### src/rtl/cpu_types_pkg.sv
// Shared datapath types for the MIPS pipeline: register/word widths, the MEM-stage
// writeback select, FSM state and the EX/MEM latch layout.
package cpu_types_pkg;

  localparam int unsigned WordW = 32;
  localparam int unsigned RegW  = 5;

  typedef logic [WordW-1:0] word_t;
  typedef logic [RegW-1:0]  regbits_t;

  typedef enum logic [1:0] {
    MtrAlu  = 2'b00,
    MtrLoad = 2'b01,
    MtrPc4  = 2'b10,
    MtrLui  = 2'b11
  } memtoreg_t;

  typedef enum logic {
    StIdle,
    StAccess
  } mem_state_t;

  typedef struct packed {
    logic      valid;
    logic      d_ren;
    logic      d_wen;
    word_t     aluout;
    word_t     rdat2;
    word_t     pc4;
    word_t     lui_imm;
    word_t     instr;
    regbits_t  wsel;
    logic      reg_wr;
    logic      halt;
    memtoreg_t mem_to_reg;
  } ex_mem_t;

  function automatic logic is_word_aligned(input word_t addr);
    return addr[1:0] == 2'b00;
  endfunction

endpackage

### src/rtl/mem_wdat_mux.sv
// Writeback data select for the MEM stage: ALU result, load data, PC+4 or LUI immediate.
module mem_wdat_mux
  import cpu_types_pkg::*;
(
  input  memtoreg_t sel_i,
  input  word_t     alu_i,
  input  word_t     load_i,
  input  word_t     pc4_i,
  input  word_t     lui_i,
  output word_t     wdat_o
);

  always_comb begin
    wdat_o = alu_i;
    unique case (sel_i)
      MtrAlu:  wdat_o = alu_i;
      MtrLoad: wdat_o = load_i;
      MtrPc4:  wdat_o = pc4_i;
      MtrLui:  wdat_o = lui_i;
      default: wdat_o = alu_i;
    endcase
  end

endmodule

### src/rtl/mem_stage.sv
// MEM stage: EX/MEM latch, dcache request FSM, writeback select, sticky halt,
// misalign detection and a saturating dcache stall counter.
module mem_stage
  import cpu_types_pkg::*;
#(
  parameter int unsigned CNT_W = 16
) (
  input  logic             CLK,
  input  logic             nRST,
  input  logic             ex_valid,
  input  logic             ex_dREN,
  input  logic             ex_dWEN,
  input  word_t            ex_aluout,
  input  word_t            ex_rdat2,
  input  word_t            ex_pc4,
  input  word_t            ex_lui_imm,
  input  word_t            ex_instr,
  input  regbits_t         ex_wsel,
  input  logic             ex_RegWr,
  input  logic             ex_halt,
  input  logic [1:0]       ex_MemToReg,
  input  logic             flush,
  input  logic             dhit,
  input  word_t            dmemload,
  output logic             dmemREN,
  output logic             dmemWEN,
  output word_t            dmemaddr,
  output word_t            dmemstore,
  output logic             mem_busy,
  output logic             wb_valid,
  output logic             wb_RegWr,
  output logic             wb_halt,
  output logic             wb_dREN,
  output regbits_t         wb_wsel,
  output word_t            wb_wdat,
  output word_t            wb_instr,
  output logic             misalign,
  output logic             halted,
  output logic [CNT_W-1:0] stall_cnt
);

  ex_mem_t          ex_mem_q, ex_mem_d;
  mem_state_t       state_q, state_d;
  logic             halted_q, halted_d;
  logic [CNT_W-1:0] stall_cnt_q, stall_cnt_d;
  logic             mem_op, in_access;
  word_t            wdat;

  assign mem_op    = ex_mem_q.valid & (ex_mem_q.d_ren | ex_mem_q.d_wen);
  assign in_access = (state_q == StAccess);
  assign mem_busy  = in_access & ~dhit;
  assign misalign  = mem_op & ~is_word_aligned(ex_mem_q.aluout);

  // Load wins if both enables were latched.
  assign dmemREN   = in_access & ex_mem_q.d_ren;
  assign dmemWEN   = in_access & ex_mem_q.d_wen & ~ex_mem_q.d_ren;
  assign dmemaddr  = in_access ? ex_mem_q.aluout : '0;
  assign dmemstore = in_access ? ex_mem_q.rdat2 : '0;

  always_comb begin
    ex_mem_d    = ex_mem_q;
    state_d     = state_q;
    halted_d    = halted_q;
    stall_cnt_d = stall_cnt_q;
    if (!mem_busy) begin
      if (flush || halted_q) begin
        ex_mem_d = '0;
      end else begin
        ex_mem_d.valid      = ex_valid;
        ex_mem_d.d_ren      = ex_dREN;
        ex_mem_d.d_wen      = ex_dWEN;
        ex_mem_d.aluout     = ex_aluout;
        ex_mem_d.rdat2      = ex_rdat2;
        ex_mem_d.pc4        = ex_pc4;
        ex_mem_d.lui_imm    = ex_lui_imm;
        ex_mem_d.instr      = ex_instr;
        ex_mem_d.wsel       = ex_wsel;
        ex_mem_d.reg_wr     = ex_RegWr;
        ex_mem_d.halt       = ex_halt;
        ex_mem_d.mem_to_reg = memtoreg_t'(ex_MemToReg);
      end
      // The access starts on the same edge that captures the instruction.
      state_d = (ex_mem_d.valid && (ex_mem_d.d_ren || ex_mem_d.d_wen) &&
                 is_word_aligned(ex_mem_d.aluout)) ? StAccess : StIdle;
    end
    if (wb_valid && ex_mem_q.halt) begin
      halted_d = 1'b1;
    end
    if (mem_busy && (stall_cnt_q != '1)) begin
      stall_cnt_d = stall_cnt_q + 1'b1;
    end
  end

  always_ff @(posedge CLK or negedge nRST) begin
    if (!nRST) begin
      ex_mem_q    <= '0;
      state_q     <= StIdle;
      halted_q    <= 1'b0;
      stall_cnt_q <= '0;
    end else begin
      ex_mem_q    <= ex_mem_d;
      state_q     <= state_d;
      halted_q    <= halted_d;
      stall_cnt_q <= stall_cnt_d;
    end
  end

  mem_wdat_mux u_wdat_mux (
    .sel_i  (ex_mem_q.mem_to_reg),
    .alu_i  (ex_mem_q.aluout),
    .load_i (dmemload),
    .pc4_i  (ex_mem_q.pc4),
    .lui_i  (ex_mem_q.lui_imm),
    .wdat_o (wdat)
  );

  assign wb_valid  = ex_mem_q.valid & ~mem_busy;
  assign wb_RegWr  = wb_valid & ex_mem_q.reg_wr & ~misalign;
  assign wb_halt   = wb_valid & ex_mem_q.halt;
  assign wb_dREN   = wb_valid & ex_mem_q.d_ren;
  assign wb_wsel   = wb_valid ? ex_mem_q.wsel : '0;
  assign wb_wdat   = wb_valid ? wdat : '0;
  assign wb_instr  = wb_valid ? ex_mem_q.instr : '0;
  assign halted    = halted_q;
  assign stall_cnt = stall_cnt_q;

endmodule

### config.mk
export PLATFORM = sky130hd
export DESIGN_NAME = mem_stage
export DESIGN_NICKNAME = d
export VERILOG_FILES = /design/src/rtl/cpu_types_pkg.sv /design/src/rtl/mem_wdat_mux.sv /design/src/rtl/mem_stage.sv
export SDC_FILE = /design/constraint.sdc
export NUM_CORES = 1
export LEC_CHECK = 0
export CORE_MARGIN = 2
export CORE_UTILIZATION = 35
export DETAILED_ROUTE_END_ITERATION = 10
export PLACE_DENSITY = 0.68
export SLEW_MARGIN = 25
export SYNTH_ARGS = -nofsm -noshare
export SYNTH_HDL_FRONTEND = slang
export SYNTH_SLANG_ARGS = --single-unit
### constraint.sdc
create_clock -name CLK -period 2.53 [get_ports CLK]
set_input_delay 0.3795 -clock CLK [delete_from_list [all_inputs] [get_ports CLK]]
set_output_delay 0.3795 -clock CLK [all_outputs]
set_load 0.005 [all_outputs]
==> results of run 1 <==
==> power by group through the flow <==
| stage | Sequential (W) | Combinational, W | Clock, W |
|---|---|---|---|
| floorplan | 0.00370 | 0.000958 | 0 |
| global placement | 0.00383 | 0.00187 | 0 |
| detailed placement | 0.00384 | 0.00190 | 0 |
| CTS | 0.00379 | 0.00192 | 0.00264 |
| global route | 0.00384 | 0.00211 | 0.00276 |
| finish | 0.00378 | 0.00195 | 0.00257 |
==> registers in the layout (all words and copies together), names as in the netlist <==
signal / cells
halted: 1
ex_mem_q: 172
in_access: 1
stall_cnt: 16
==> critical path: stages, from the launching register on <==
cell,delay (ns)
dfrtp_2,0.38
buf_6,0.13
clkbuf_16,0.18
mux4_2,0.48
and3_1,0.21
dlygate4sd2_1,0.26
==> repair_timing <==
action / in CTS / in global routing
setup buffers: 2 / 4
gates cloned: 1 / 2
pin swaps: 0 / 0
endpoints found under the setup margin: 42 / 17
hold buffers: 1 / 0
resized for setup: 27 / 13
endpoints found under the hold margin: 58 / 0
==> layout make-up <==
class / instances / area, µm²
antenna: 3 / 7.51
clock buffer: 20 / 437
clock inverter: 12 / 106
fill: 2089 / 10800
inverter: 1 / 8.76
multi-input combinational: 413 / 3610
sequential: 190 / 4760
tap: 324 / 405
timing repair buffer: 407 / 4210
==> layer usage <==
layer  GRT usage  wire, µm  vias to the layer above
met1       0.293     12400                     3591
li1            -         -                     3286
met4      0.0836       699                        0
met3      0.0508      1810                       39
met5           0         0                        -
met2       0.364     14300                      279
==> cell usage in the layout, fill, tap and decap left out, types with 6 or more instances in the layout <==
cell | netlist | layout
dlymetal6s2s_1 | 0 | 9
a22o_1 | 171 | 171
dfrtp_1 | 190 | 186
buf_12 | 0 | 14
buf_4 | 1 | 21
and2_1 | 67 | 67
dlygate4sd2_1 | 0 | 23
xnor2_1 | 9 | 9
and3_1 | 74 | 71
nand3_1 | 6 | 6
nand2_1 | 13 | 13
clkdlybuf4s50_1 | 0 | 332
nor2_1 | 6 | 6
clkbuf_16 | 0 | 19
mux4_2 | 32 | 32
==> kinds of logic (layout without fill, tap and decap cells) <==
family	count (synthesis)	in the layout
AO/OA/AOI/OAI	186	186
XOR/XNOR	9	9
adder cells (fa/ha/maj)	1	1
buffers and inverters	72	440
flip-flops	190	190
multiplexers	36	36
other	0	3
AND/OR/NAND/NOR	181	181
==> final timing paths <==
| check | cells past startpoint | end |
|---|---|---|
| min | 2 | ex_mem_q[66] |
| max reg2reg | 5 | stall_cnt[1] |
| min reg2reg | 1 | ex_mem_q[63] |
| max in group asynchronous | 3 | ex_mem_q[92] |
| min in group CLK | 1 | ex_mem_q[63] |
| max | 5 | wb_wdat[24] |
==> per-stage QoR <==
| stage | std cells | total power (W) | setup WS (ns) |
|---|---|---|---|
| floorplan | 675 | 0.00466 | 0.620 |
| global placement | 1325 | 0.00570 | 0.158 |
| detailed placement | 1325 | 0.00574 | 0.123 |
| CTS | 1361 | 0.00835 | -0.134 |
| global route | 1369 | 0.00870 | 0.00242 |
| finish | 1370 | 0.00829 | 0.0824 |
==> impl_results.md, run 1 <==
- Status: complete, no violations
- Net Switching: 0.00237 W
- VDD IR max: 0.000345 V
- Async SR Flop Fraction: 1.00
- Combinational fraction of design power: 0.235
- GPL Wtd Cong: 0.827
- Lkg Pwr: 6.33 nW
- Max_cap viols: 0
- Per-cell routed wire length: 21.3 µm
- Fin area: 13600 µm²
- Hold slack: 0.496 ns
- Routed wire length: 29200 µm
- Power Dens Cells: 612 nW/µm²
- Post-synthesis mux area share: 0.0889
- Pins over their slew limit: 0
- Compound-Gate Fraction of Synth Area: 0.189
- P&R area growth vs syn: 56.6%
- Seq/Total Area, Yosys: 0.549
- Primary FF master, synth: dfrtp_1
- Final period util: 0.967
- Initial core utilization: 0.356
- Post-route ant nets: 0
- Syn Nets: 884
- Number of flops mapped to enable cells by yosys: 0
- Layout Utilization: 0.557
- Gr ovfl total: 0
- Kind of critical path: reg2out
- CTS Buffer Depth: 2
- WP data arrival: 2.07 ns
- Setup slack, reg-to-reg: 0.51 ns
- Initial antenna violation count: 3
- RSZ-0062 raised after global routing: false
- Synth Area in Simple Gates: 0.127
- Slew headroom: 0.638
- Clock sinks: 190
- Post-Syn Area: 8650 µm²
- Top-area cell type share of the netlist area: 0.549
- CTS tree: done
- CP endpoint kind: primary output
- First-pass GRT wire length: 44800 µm
- Post-route minimum period: 2.45 ns
- Num CTS Buffers: 17
- Worst-path maximum fanout: 9
- DRC Markers: 0
- Most frequent cell after synthesis: dfrtp_1
- Synth Register Bits: 190
- CP required: 2.15 ns
- Die area: 26000 µm²
- Pint: 0.00592 W
- Synth area leaders: dfrtp_1 (55%), a22o_1 (17%), mux4_2 (8.3%)
- # rows: 57
- DRT Pass-1 Iters: 4
- Worst-margin pin slew: 0.542 ns
- Synthesis Warnings: 0
- Clk pwr share: 0.310
- CP Launch Type: flip-flop
- Synth Area in XOR/XNOR: 0.00911
- Largest family of logic cells by synthesized area: compound AO/OA/AOI/OAI gates
- Setup TNS: 0 ns
- Final Hold Fails: 0
- Setup Viol. Count Final: 0
- Mapped Cells: 675
- Adder-Cell Fraction of Synth Area: 0.00145
- Vias in the first global route: 7499
- CTS H-Tree Depth: 4
- Fmax: 409 MHz
- Launch point of the worst path: ex_mem_q[0]
- Netlist cell types: 40
- Min-Delay Path Class: in2async
- Vias per cell: 5.25
- Total Routing Usage GR: 0.223
- Port Buf Inserts: 365
- First DRT Iteration DRCs: 489
- Core ar.: 24300 µm²
- Reg clk slew, reported paths: 0.08 ns
- Fin Clk Skew: 0.0146 ns
- Worst-skew pair later-pin latency: 0.43 ns
- IO Pins: 366
- Largest net degree at the start of global routing: 104
- Clk root buf: clkbuf_16
- Yosys top cell by area: dfrtp_1
- Fin nets: 1239
- Worst r2r src: stall_cnt[1]
- Via count: 7195
- Fraction of layout cells with a size suffix above 1: 0.121
- Die W: 161 µm
- Placed Area: 12800 µm²
- Dpl hpwl: 20600 µm
- Die height: 161 µm
- Mean Syn Cell Area: 12.8 µm²
- Top post-synthesis cells by count: dfrtp_1 (190), a22o_1 (171), and3_1 (74), and2_1 (67), clkbuf_1 (47)
- Sequential power share: 0.456
- Sw Ratio: 0.286
No activity file was read; power rests on OpenSTA's default activity.
==> inputs of run 2 (changes only) <==
--- a/config.mk
+++ b/config.mk
@@ -5,11 +5,11 @@
 export SDC_FILE = /design/constraint.sdc
 export NUM_CORES = 1
 export LEC_CHECK = 0
+export CAP_MARGIN = 20
 export CORE_MARGIN = 2
-export CORE_UTILIZATION = 35
+export CORE_UTILIZATION = 40
 export DETAILED_ROUTE_END_ITERATION = 10
-export PLACE_DENSITY = 0.68
-export SLEW_MARGIN = 25
+export PLACE_DENSITY = 0.76
 export SYNTH_ARGS = -nofsm -noshare
 export SYNTH_HDL_FRONTEND = slang
 export SYNTH_SLANG_ARGS = --single-unit
==> run 2 against run 1 <==
  * Clock power hardly changed
  * Count of clock-buffer cells in the layout fell by 1
  * Clock skew fell by 0.0052 ns
  * Non-clock buffer count decreased by 3
  * Total power increased by 0.74%
  * Setup slack got worse by 0.11 ns
  * Cell count shrank 4.0%
  * Sequential cell count did not move
  * The flow now finishes with violations (negative setup slack)
  * Sequential power barely moved
  * Largest cell class unchanged
  * Register-to-register slack better by 0.03 ns
==> impl_results.md, run 2 (synthesized netlist as in run 1, its figures left out) <==
- Cells after DPL: 1274 (was 1325)
- Total Routing Usage GR: 0.247 (was 0.223)
- Clock sinks: 190 (unchanged)
- Worst-skew pair later-pin latency: 0.43 ns (about the same)
- Status: complete, but fails checks (was complete, no violations)
- Failing checks: negative setup slack
- Fill count: 1650 (was 2089)
- CP Launch Type: flip-flop (unchanged)
- Slew headroom: 0.461 (was 0.638)
- Net Switching: 0.00232 W (was 0.00237 W)
- CTS tree: done (unchanged)
- Combinational fraction of design power: 0.236 (was 0.235)
- GPL Wtd Cong: 0.866 (was 0.827)
- Die W: 151 µm (was 161 µm)
- CTS H-Tree Depth: 4 (unchanged)
- First-pass GRT wire length: 42400 µm (was 44800 µm)
- VDD IR max: 0.000419 V (was 0.000345 V)
- Setup Viol. Count Final: 9 (was 0)
- Final worst slack: -0.0286 ns (was 0.0824 ns)
- # rows: 53 (was 57)
- Post-route ant nets: 0 (unchanged)
- Worst-path maximum fanout: 5 (was 9)
- Gr ovfl total: 0 (unchanged)
- Fmax: 391 MHz (was 409 MHz)
- DRC Markers: 0 (unchanged)
- Largest net degree at the start of global routing: 74 (was 104)
- CP required: 2.15 ns (about the same)
- Number of flip-flops in the largest register: 172 (unchanged)
- Worst-margin pin slew: 0.809 ns (was 0.542 ns)
- Vias per cell: 5.54 (was 5.25)
- First DRT Iteration DRCs: 420 (was 489)
- Reg2Reg Depth: 5 (unchanged)
- Sw Ratio: 0.277 (was 0.286)
- Max_cap viols: 0 (unchanged)
- Per-cell routed wire length: 21.8 µm (was 21.3 µm)
- Reg clk slew, reported paths: 0.07 ns (was 0.08 ns)
- Multi-input gate area: 3600 µm² (was 3610 µm²)
- Layout Utilization: 0.636 (was 0.557)
- P&R area growth vs syn: 55.5% (was 56.6%)
- CP peak stage delay: 0.49 ns (was 0.48 ns)
- Min-Delay Path Class: in2async (unchanged)
- Fin nets: 1236 (was 1239)
- Final period util: 1.01 (was 0.967)
- Crit Reg-Reg Endpoint: stall_cnt[1] (unchanged)
- Most common cell after layout, fill and taps aside: clkdlybuf4s50_1 (unchanged)
- Top reg by flops: ex_mem_q (unchanged)
- Pins over their slew limit: 0 (unchanged)
- Final Hold Fails: 0 (unchanged)
- Power Dens Cells: 621 nW/µm² (was 612 nW/µm²)
- Routed wire length: 28600 µm (was 29200 µm)
- Die height: 151 µm (was 161 µm)
- Core ar.: 21200 µm² (was 24300 µm²)
- Lkg Pwr: 6.33 nW (about the same)
- Via count: 7285 (was 7195)
- CP Cell Sequence: buf_4 -> buf_12 -> buf_16 -> mux4_2 -> and3_1 -> dlygate4sd2_1 (was buf_6 -> clkbuf_16 -> mux4_2 -> and3_1 -> dlygate4sd2_1)
- WP data arrival: 2.18 ns (was 2.07 ns)
- Post-route minimum period: 2.56 ns (was 2.45 ns)
- Sequential power share: 0.453 (was 0.456)
- Clk root buf: clkbuf_16 (unchanged)
- Pint: 0.00604 W (was 0.00592 W)
- Initial core utilization: 0.409 (was 0.356)
- IO Pins: 366 (unchanged)
- Worst r2r src: stall_cnt[0] (was stall_cnt[1])
- Sequential cell area: 4760 µm² (about the same)
- Most frequent cells in the layout: clkdlybuf4s50_1 (333), dfrtp_1 (187), a22o_1 (171), and3_1 (73), and2_1 (67) (was clkdlybuf4s50_1 (332), dfrtp_1 (186), a22o_1 (171), and3_1 (71), and2_1 (67))
- Cell Count, Final, Fillers Out: 1315 (was 1370)
- Fraction of layout cells with a size suffix above 1: 0.117 (was 0.121)
- Slowest CP cell: mux4_2 (unchanged)
- CTS Buffer Depth: 2 (unchanged)
- Kind of critical path: reg2out (unchanged)
- Initial antenna violation count: 1 (was 3)
- Fin Clk Skew: 0.00937 ns (was 0.0146 ns)
- Dpl hpwl: 20400 µm (was 20600 µm)
- Setup slack, reg-to-reg: 0.54 ns (was 0.51 ns)
- Num CTS Buffers: 17 (unchanged)
- DRT Pass-1 Iters: 4 (unchanged)
- CP endpoint kind: primary output (unchanged)
- RSZ-0062 raised after global routing: true (was false)
- Clk pwr share: 0.311 (was 0.310)
- Die area: 22800 µm² (was 26000 µm²)
- Vias in the first global route: 7273 (was 7499)
- Port Buf Inserts: 365 (unchanged)
## run 2: changes by cell type in the layout (fill, tap and decap cells not counted), moves of 2 or more
cell / before / now
clkbuf_1: 3 / 0
inv_8: 3 / 0
and3_1: 71 / 73
and3_4: 3 / 1
buf_4: 21 / 19
clkbuf_8: 1 / 3
clkinv_2: 1 / 3
diode_2: 3 / 1
## run 2: power groups by stage
stage          clock, W  sequential (W)  combinational [W]
4_1_cts         0.00266         0.00379            0.00195
2_1_floorplan         0         0.00370           0.000958
6_report        0.00260         0.00378            0.00197
5_1_grt         0.00279         0.00384            0.00211
3_5_place_dp          0         0.00384            0.00189
3_3_place_gp          0         0.00382            0.00187
## run 2: cell type report
type	count	area share
flip-flops and latches	190	0.354
repair buffers	404	0.310
multi-input cells	413	0.268
clock buffers	19	0.0336
well taps	275	0.0256
clock inverters	12	0.00827
inverters	1	0.000651
diodes	1	0.000186
## run 2: per-layer routing
layer  global-route usage  up-vias  part of all wire
li1                     -     3279                 -
met1                0.314     3653              0.40
met2                0.416      304              0.50
met3               0.0639       49             0.073
met4               0.0808        0             0.024
met5                    0        -                 0
## run 2: through the flow
stage	cell area, µm²	total power (W)	worst slack, ns	setup TNS [ns]	hold slack [ns]
CTS	13400	0.00840	-0.138	-0.915	0.503
finish	13500	0.00836	-0.0286	-0.174	0.488
floorplan	8650	0.00466	0.620	0	0.0839
global route	13500	0.00873	-0.118	-1.51	0.515
detailed placement	12700	0.00573	0.167	0	0.412
global placement	12700	0.00570	0.202	0	0.404
## run 2: worst max-delay path by stage
stage | from | to | slack (ns) | cells after the start
finish | ex_mem_q[0] | wb_wdat[12] | -0.03 | 6
global route | ex_mem_q[0] | wb_wdat[12] | -0.12 | 6
CTS | ex_mem_q[0] | wb_wdat[21] | -0.14 | 4
detailed placement | dhit | wb_wdat[18] | 0.17 | 5
global placement | dhit | wb_halt | 0.20 | 5
floorplan | stall_cnt[0] | stall_cnt[1] | 0.62 | 6
## run 2: what timing repair did
action | in CTS | in global routing
setup endpoints to repair | 32 | 25
resized for setup | 28 | 12
setup buffers | 2 | 3
hold endpoints to repair | 57 | 0
cloned | 2 | 1
hold buffers | 1 | 0
## run 2: worst max-delay path, delay by kind of cell (launching register included)
kind,cells,cell delay (ns)
buffers and inverters,4,0.64
multiplexers,1,0.49
flip-flops,1,0.43
AND/OR/NAND/NOR,1,0.20
==> inputs of run 3 (changes only) <==
--- a/config.mk
+++ b/config.mk
@@ -9,7 +9,7 @@
 export CORE_MARGIN = 2
 export CORE_UTILIZATION = 40
 export DETAILED_ROUTE_END_ITERATION = 10
-export PLACE_DENSITY = 0.76
+export PLACE_DENSITY = 0.73
 export SYNTH_ARGS = -nofsm -noshare
 export SYNTH_HDL_FRONTEND = slang
 export SYNTH_SLANG_ARGS = --single-unit
==> run 3 against run 2 <==
  * The flow now finishes without violations
  * Combinational power grew 2%
  * Sequential share of layout area decreased by 0.24 points
  * Cell count is 0.68% higher
  * Setup slack gained 0.10 ns
  * Clock skew is 0.0019 ns higher
  * Register-to-register slack worse by 0.02 ns
  * Sequential cell count unchanged
  * Fmax increased by 4.1%
  * Design area grew 0.73%
  * Count of clock-buffer cells in the layout is the same
  * Total power is 0.52% higher
  * Largest cell class unchanged
  * Largest power group unchanged
==> impl_results.md, run 3 (synthesized netlist as in run 1, its figures left out) <==
- Initial antenna violation count: 3 (was 1)
- Setup TNS: 0 ns (was -0.174 ns)
- Post-route minimum period: 2.46 ns (was 2.56 ns)
- Number of flip-flops in the largest register: 172 (unchanged)
- Worst r2r src: stall_cnt[0] (unchanged)
- Worst-skew pair later-pin latency: 0.43 ns (about the same)
- CTS H-Tree Depth: 4 (unchanged)
- Per-cell routed wire length: 21.8 µm (about the same)
- Final Hold Fails: 0 (unchanged)
- Top reg by flops: ex_mem_q (unchanged)
- Largest net degree at the start of global routing: 75 (was 74)
- Fin Clk Skew: 0.0113 ns (was 0.00937 ns)
- Fill count: 1722 (was 1650)
- Worst-margin pin slew: 0.829 ns (was 0.809 ns)
- Worst-path maximum fanout: 7 (was 5)
- Slowest CP cell: mux4_2 (unchanged)
- Die W: 151 µm (unchanged)
- Pint: 0.00605 W (was 0.00604 W)
- Gr ovfl total: 0 (unchanged)
- Fmax: 407 MHz (was 391 MHz)
- CP required: 2.15 ns (about the same)
- Vias per cell: 5.49 (was 5.54)
- Fin nets: 1242 (was 1236)
- Max_cap viols: 0 (unchanged)
- Kind of critical path: reg2out (unchanged)
- Setup Viol. Count Final: 0 (was 9)
- Placed Area: 12800 µm² (was 12700 µm²)
- Layout Utilization: 0.641 (was 0.636)
- Core ar.: 21200 µm² (unchanged)
- Vias in the first global route: 7432 (was 7273)
- Sequential power share: 0.451 (was 0.453)
- Cell Count, Final, Fillers Out: 1324 (was 1315)
- Most common cell after layout, fill and taps aside: clkdlybuf4s50_1 (unchanged)
- Net Switching: 0.00235 W (was 0.00232 W)
- CP Launch Type: flip-flop (unchanged)
- Post-route ant nets: 0 (unchanged)
- Clk root buf: clkbuf_16 (unchanged)
- Initial core utilization: 0.409 (unchanged)
- First-pass GRT wire length: 43300 µm (was 42400 µm)
- CP peak stage delay: 0.51 ns (was 0.49 ns)
- Routed wire length: 28800 µm (was 28600 µm)
- P&R area growth vs syn: 56.7% (was 55.5%)
- Num CTS Buffers: 17 (unchanged)
- Port Buf Inserts: 365 (unchanged)
- Most frequent cells in the layout: clkdlybuf4s50_1 (332), dfrtp_1 (187), a22o_1 (171), and2_1 (67), and3_1 (65) (was clkdlybuf4s50_1 (333), dfrtp_1 (187), a22o_1 (171), and3_1 (73), and2_1 (67))
- Sw Ratio: 0.280 (was 0.277)
- Launch point of the worst path: ex_mem_q[0] (unchanged)
- Dpl hpwl: 20200 µm (was 20400 µm)
- Via count: 7267 (was 7285)
- IO Pins: 366 (unchanged)
- Die area: 22800 µm² (unchanged)
- Total Routing Usage GR: 0.252 (was 0.247)
- CP endpoint kind: primary output (unchanged)
- CTS tree: done (unchanged)
- Fin area: 13600 µm² (was 13500 µm²)
- Min-Delay Path Class: reg2reg (was in2async)
- DRT Pass-1 Iters: 6 (was 4)
- WP data arrival: 2.08 ns (was 2.18 ns)
- # rows: 53 (unchanged)
- RSZ-0062 raised after global routing: true (unchanged)
- Fraction of layout cells with a size suffix above 1: 0.136 (was 0.117)
- Power Dens Cells: 620 nW/µm² (was 621 nW/µm²)
- Status: complete, no violations (was complete, but fails checks)
- Hold Crit Depth: 1
- Clock sinks: 190 (unchanged)
- Pins over their slew limit: 0 (unchanged)
- Die height: 151 µm (unchanged)
- First DRT Iteration DRCs: 436 (was 420)
- CTS Buffer Depth: 2 (unchanged)
- Combinational fraction of design power: 0.239 (was 0.236)
- GPL Wtd Cong: 0.847 (was 0.866)
- Clk pwr share: 0.310 (was 0.311)
- VDD IR max: 0.000465 V (was 0.000419 V)
- Final period util: 0.972 (was 1.01)
- Cells after DPL: 1273 (was 1274)
- Slew headroom: 0.447 (was 0.461)
- DRC Markers: 0 (unchanged)
- Hold path startpoint: ex_mem_q[118]
- Hold slack: 0.500 ns (was 0.488 ns)
- CP Cell Sequence: buf_6 -> buf_4 -> mux4_2 -> and3_4 -> dlygate4sd2_1 (was buf_4 -> buf_12 -> buf_16 -> mux4_2 -> and3_1 -> dlygate4sd2_1)
- Reg clk slew, reported paths: 0.07 ns (about the same)
- Lkg Pwr: 6.19 nW (was 6.33 nW)
- Reg2Reg Depth: 5 (unchanged)
-- run 3: cell types whose count changed in the layout (fill, tap and decap cells not counted), sizes merged --
cell / delta
buf: +7
clkinv: -2
dlymetal6s2s: -9
diode: +2
clkdlybuf4s15: +5
clkdlybuf4s50: -1
dlygate4sd2: -2
clkbuf: +6
inv: +3
-- run 3: final cells by class --
class                      instances  area [µm²]  area share
antenna                            3        7.51    0.000554
clock buffer                      19         433      0.0319
clock inverter                    13         129     0.00951
inverter                           1        8.76    0.000646
multi-input combinational        413        3640       0.269
sequential                       190        4760       0.351
tap                              275         344      0.0254
timing repair buffer             410        4230       0.312
-- run 3: metal layers --
metal,vias to the layer above,wire length [µm],GRT usage
li1,3280,-,-
met5,-,0,0
met3,51,2050,0.0636
met2,303,14200,0.410
met1,3633,11700,0.325
met4,0,923,0.0986
-- run 3: worst paths after layout --
check	endpoint	slack, ns
worst min register to register	ex_mem_q[118]	0.50
min in group asynchronous	ex_mem_q[29]	0.51
worst max register to register	stall_cnt[1]	0.52
max in group asynchronous	ex_mem_q[58]	1.30
worst max-delay path	wb_wdat[27]	0.07
worst min-delay path	ex_mem_q[118]	0.50
-- run 3: what timing repair did --
| item | CTS | global route |
|---|---|---|
| setup endpoints to repair | 32 | 31 |
| hold buffers | 1 | 0 |
| gates resized for setup | 59 | 15 |
| pin swaps | 1 | 0 |
| cloned | 4 | 0 |
| hold endpoints to repair | 54 | 0 |
| buffers inserted | 11 | 1 |
-- run 3: through the flow --
step | total power (W) | setup slack [ns]
2_1_floorplan | 0.00466 | 0.620
3_3_place_gp | 0.00570 | 0.173
3_5_place_dp | 0.00574 | 0.153
4_1_cts | 0.00849 | -0.0349
5_1_grt | 0.00880 | -0.0198
6_report | 0.00840 | 0.0720
-- run 3: critical path: cells and delay by family, from the launching register on --
kind | cells | cell delay [ns]
buffers and inverters | 3 | 0.56
DFF | 1 | 0.40
muxes | 1 | 0.51
and+or+nand+nor | 1 | 0.19
-- run 3: power groups by stage --
stage | clock [W] | combinational [W] | sequential, W
finish | 0.00260 | 0.00201 | 0.00379
CTS | 0.00267 | 0.00204 | 0.00379
global route | 0.00280 | 0.00216 | 0.00384
global placement | 0 | 0.00188 | 0.00382
floorplan | 0 | 0.000958 | 0.00370
detailed placement | 0 | 0.00190 | 0.00384
